===== src/rtl/serial_subtract.sv =====
// Bit-serial subtractor: d = a - b - bin, one bit per clock, LSB first.
// Define SUB_OVERFLOW_EN to add the registered signed-overflow output ovf.
module serial_subtract #(
    parameter int WIDTH = 8
) (
    input  logic             clk,
    input  logic             rst,
    input  logic             start,
    input  logic [WIDTH-1:0] a,
    input  logic [WIDTH-1:0] b,
    input  logic             bin,
    output logic             busy,
    output logic             done,
    output logic [WIDTH-1:0] d,
    output logic             bout
`ifdef SUB_OVERFLOW_EN
    ,
    output logic             ovf
`endif
);

    localparam int CNT_W = (WIDTH > 1) ? $clog2(WIDTH) : 1;

    typedef enum logic [1:0] {
        IDLE = 2'd0,
        RUN  = 2'd1,
        DONE = 2'd2
    } state_t;

    state_t           r_state;
    state_t           w_next_state;
    logic [WIDTH-1:0] r_a_sh;
    logic [WIDTH-1:0] r_b_sh;
    logic [WIDTH-1:0] r_diff_sh;
    logic [WIDTH-1:0] r_d;
    logic             r_br;
    logic             r_bout;
    logic [CNT_W-1:0] r_cnt;
    logic             w_a_bit;
    logic             w_b_bit;
    logic             w_diff_bit;
    logic             w_next_br;
    logic             w_last;
    logic             w_accept;

    assign w_a_bit    = r_a_sh[0];
    assign w_b_bit    = r_b_sh[0];
    assign w_diff_bit = w_a_bit ^ w_b_bit ^ r_br;
    assign w_next_br  = (~w_a_bit & w_b_bit) | (~(w_a_bit ^ w_b_bit) & r_br);
    assign w_last     = (r_cnt == CNT_W'(WIDTH - 1));
    // A start seen while RUN is dropped so the operation in flight is untouched.
    assign w_accept   = start && (r_state != RUN);

    // NOTE: state registers use non-blocking (<=) so every flop samples pre-edge values.
    always_ff @(posedge clk) begin
        if (rst) begin
            r_state <= IDLE;
        end else begin
            r_state <= w_next_state;
        end
    end

    // NOTE: the default assignment first keeps this block free of inferred latches.
    always_comb begin
        w_next_state = r_state;
        case (r_state)
            IDLE:    if (start) w_next_state = RUN;
            RUN:     if (w_last) w_next_state = DONE;
            DONE:    w_next_state = start ? RUN : IDLE;
            default: w_next_state = IDLE;
        endcase
    end

    always_ff @(posedge clk) begin
        if (rst) begin
            r_a_sh    <= '0;
            r_b_sh    <= '0;
            r_diff_sh <= '0;
            r_br      <= 1'b0;
            r_cnt     <= '0;
            r_d       <= '0;
            r_bout    <= 1'b0;
        end else if (w_accept) begin
            r_a_sh    <= a;
            r_b_sh    <= b;
            r_diff_sh <= '0;
            r_br      <= bin;
            r_cnt     <= '0;
        end else if (r_state == RUN) begin
            r_a_sh    <= r_a_sh >> 1;
            r_b_sh    <= r_b_sh >> 1;
            r_diff_sh <= {w_diff_bit, r_diff_sh[WIDTH-1:1]};
            r_br      <= w_next_br;
            r_cnt     <= r_cnt + 1'b1;
            // Only the completion edge publishes, so d never shows a partial result.
            if (w_last) begin
                r_d    <= {w_diff_bit, r_diff_sh[WIDTH-1:1]};
                r_bout <= w_next_br;
            end
        end
    end

`ifdef SUB_OVERFLOW_EN
    logic r_ovf;

    // On the last RUN edge the shifted-down operand bits are the sign bits.
    always_ff @(posedge clk) begin
        if (rst) begin
            r_ovf <= 1'b0;
        end else if (!w_accept && (r_state == RUN) && w_last) begin
            r_ovf <= (w_a_bit != w_b_bit) && (w_diff_bit != w_a_bit);
        end
    end

    assign ovf = r_ovf;
`endif

    assign busy = (r_state == RUN);
    assign done = (r_state == DONE);
    assign d    = r_d;
    assign bout = r_bout;

endmodule


===== config.mk =====
export PLATFORM = sky130hd
export DESIGN_NAME = serial_subtract
export DESIGN_NICKNAME = d
export VERILOG_FILES = /design/src/rtl/serial_subtract.sv
export SDC_FILE = /design/constraint.sdc
export NUM_CORES = 1
export LEC_CHECK = 0
export CORE_ASPECT_RATIO = 1.5
export CORE_MARGIN = 2
export CORE_UTILIZATION = 30
export CTS_CLUSTER_DIAMETER = 80
export CTS_CLUSTER_SIZE = 40
export DETAILED_ROUTE_END_ITERATION = 10
export GPL_TIMING_DRIVEN = 0
export HOLD_SLACK_MARGIN = 0.02
export PLACE_DENSITY_LB_ADDON = 0.12
export SLEW_MARGIN = 40
export SYNTH_ARGS = -nofsm -noshare
export SYNTH_HDL_FRONTEND = slang
export SYNTH_SLANG_ARGS = --single-unit

===== constraint.sdc =====
create_clock -name clk -period 1.4 [get_ports clk]
set_input_delay 0.28 -clock clk [delete_from_list [all_inputs] [get_ports clk]]
set_output_delay 0.28 -clock clk [all_outputs]
set_load 0.01 [all_outputs]

==> flow_metrics.env <==
export IMPL_grt_pass1_vias=1316
export IMPL_design_area_um2=2090
export IMPL_start_util_pct=31.1
export IMPL_multi_input_area_um2=761
export IMPL_slowest_stage="dfxtp_2"
export IMPL_synthCells=169
export IMPL_yosys_warnings=0
export IMPL_grt_total_usage_pct=13.0
export IMPL_worst_pin_slew_ns=0.287
export IMPL_finalSetupViolCount=0
export IMPL_wire_per_inst_um=12.7
export IMPL_rsz0062_at_grt="false"
export IMPL_required_ns=1.61
export IMPL_crit_chain="ha_2 -> ha_4 -> and3b_1 -> buf_4 -> nor2_1 -> a211oi_1"
export IMPL_fillerInstances=574
export IMPL_numCtsBuffers=5
export IMPL_vias=1267
export IMPL_worstSetupStartpointType="register"
export IMPL_ant_nets=0
export IMPL_hp_start="start"
export IMPL_die_w_um=63.5
export IMPL_die_height_um=93.3
export IMPL_skew_ns=0.00842
export IMPL_cts_max_level=2
export IMPL_slew_viol_final=0
export IMPL_grt_pass1_wl_um=5950
export IMPL_hold_ws_ns=0.394
export IMPL_yosysTopAreaCell="dfxtp_1"
export IMPL_fin_total_pwr_mw=2.25
export IMPL_worstSkewPairLatency_ns=0.29
export IMPL_cts_sinks=38
export IMPL_clk_path_buf_depth=2
export IMPL_fin_crit_ns=1.33
export IMPL_leakagePower_nw=0.838
export IMPL_peakVddDrop_mv=0.706
export IMPL_r2r_start="r_cnt[0]$_SDFFE_PP0N_"
export IMPL_core_area_um2=5120
export IMPL_grt_max_degree=12
export IMPL_clk_pin_slew_ns=0.08
export IMPL_min_period_over_period_pct=95.1
export IMPL_cts_root_buf="clkbuf_8"
export IMPL_drive_above_1_share_pct=18.8
export IMPL_io_pins=31
export IMPL_antenna_found_initial=0
export IMPL_crit_arrival_ns=1.54
export IMPL_syn_area_um2=1600
export IMPL_synth_seq_cells=38
export IMPL_syn_avg_cell_area_um2=9.44
export IMPL_max_stage_delay_ns=0.35
export IMPL_register_area_um2=764
export IMPL_drt_wl_total_um=3480
export IMPL_drt_pass1_iter_count=4
export IMPL_drc_errors=0
export IMPL_fin_cells=275
export IMPL_synth_area_leaders="dfxtp_1, mux2i_1, nand2_1"
export IMPL_status="finished clean"
export IMPL_critical_path_class="register to register"
export IMPL_drtIter0Drc=17
export IMPL_worst_setup_path_end_kind="register"
export IMPL_layout_nets=229
export IMPL_vias_per_cell=4.61
export IMPL_cp_top_family="flip-flops"
export IMPL_gp_congestion=0.746
export IMPL_drv_cap=0
export IMPL_syn_nets=192
export IMPL_n_antenna_cell=0
export IMPL_path_buf_inv=1
export IMPL_grt_overflow_total=0
export IMPL_cellPowerDensity_nw_per_um2=1080
export IMPL_place_area_um2=1970
export IMPL_rows=32
export IMPL_place_port_buffers=29
export IMPL_area_growth_pct=30.9
export IMPL_crit_path_max_fanout=10
export IMPL_hold_path_class="input pin to register"
export IMPL_fmax_mhz=751
export IMPL_ys_types=25
export IMPL_yosysTopAreaCellShare_pct=47.7
export IMPL_maxSlewHeadroom_pct=80.9
export IMPL_hold_buffers=0
export IMPL_dp_cells=266
export IMPL_cts_tree="yes"
export IMPL_dieArea_um2=5930
export IMPL_yosysSeqAreaShare_pct=47.7
export IMPL_setup_worst_path_start="r_cnt[0]$_SDFFE_PP0N_"
export IMPL_finalHoldViolCount=0
export IMPL_dp_hpwl_um=2670
[power breakdown]
group,internal (mW),total [mW],switching [mW]
logic,0.155,0.310,0.154
registers,1.13,1.17,0.0322
clock network,0.397,0.772,0.375
total,1.69,2.25,0.562
[layout make-up]
type                       count  area share, %
clock inverter                 1          0.240
tap                           68           4.07
timing repair buffer          31           14.1
multi-input combinational    115           36.4
sequential                    38           36.6
buffer                        11           3.48
inverter                       4          0.959
clock buffer                   7           4.13
[synth_stat cells (all sizes together)]
master,instances
a221oi,1
nand2,35
nor3,2
a2bb2oi,1
xnor2,1
and3b,1
nor2b,1
nand2b,1
fa,1
o21a,1
inv,4
a21o,1
mux2i,16
dfxtp,38
nor2,18
a21oi,17
ha,2
nand3b,1
buf,12
a211oi,15
[per-stage QoR]
stage               setup slack [ns]  util [%]  setup TNS (ns)
floorplan                      0.133         -               0
global placement              -0.297      38.5           -3.13
detailed placement            -0.307      38.5           -3.77
CTS                          -0.0391      40.6         -0.0391
global route                 0.00811      40.7               0
finish                        0.0688      40.7               0
[per-layer routing]
layer | wire length, um | global-route usage, %
met5 | 0 | 0
met4 | 64 | 5.98
met3 | 155 | 3.25
met2 | 1920 | 24.6
met1 | 1340 | 13.1
[timing repair]
action                                  in CTS  in global routing
buffers inserted                             1                  1
endpoints found under the setup margin      20                  5
gates cloned                                 0                  0
gates resized for setup                     23                  4
[sequential cells by signal, indices dropped and copies added (netlist names)]
| register | cells |
|---|---|
| r_diff_sh | 7 |
| bout | 1 |
| r_br | 1 |
| r_b_sh | 8 |
| r_state | 2 |
| d | 8 |
| r_a_sh | 8 |
| r_cnt | 3 |
[cell families after synthesis]
group / after synthesis / share of synthesized area, %
fa+ha+maj: 3 / 2.82
flops: 38 / 47.7
simple gates: 59 / 15.1
buf+inv: 16 / 5.88
compound gates: 36 / 18.0
mux: 16 / 10.0
xor+xnor: 1 / 0.549
[final timing paths]
path | end | slack, ns | cells past startpoint
hold reg to reg | d[2]$_SDFFE_PP0P_ | 0.45 | 2
hold / removal | r_br$_SDFFE_PP0P_ | 0.39 | 3
setup / recovery | bout$_SDFFE_PP0P_ | 0.07 | 6
setup reg to reg | bout$_SDFFE_PP0P_ | 0.07 | 6
[worst register-to-register path: cells and delay by family (launching register included)]
kind,cells,cell delay [ns]
flip-flops,1,0.35
buffers and inverters,1,0.16
AO/OA/AOI/OAI,1,0.19
AND/OR/NAND/NOR,2,0.21
adder cells (fa/ha/maj),2,0.35
[cell usage in the layout (no fill, tap or decap), types with 2 or more instances in the layout]
cell type        instances
dfxtp_2                  3
nor2_1                  18
dlygate4sd2_1           10
clkdlybuf4s50_1         18
a211oi_1                 5
mux2i_1                 16
a211oi_2                10
a21oi_1                 17
inv_1                    3
dfxtp_1                 35
buf_6                    3
buf_4                    4
nor3_1                   2
clkbuf_8                 6
nand2_1                 35
buf_2                    6
(Power assumes the default switching activity.)
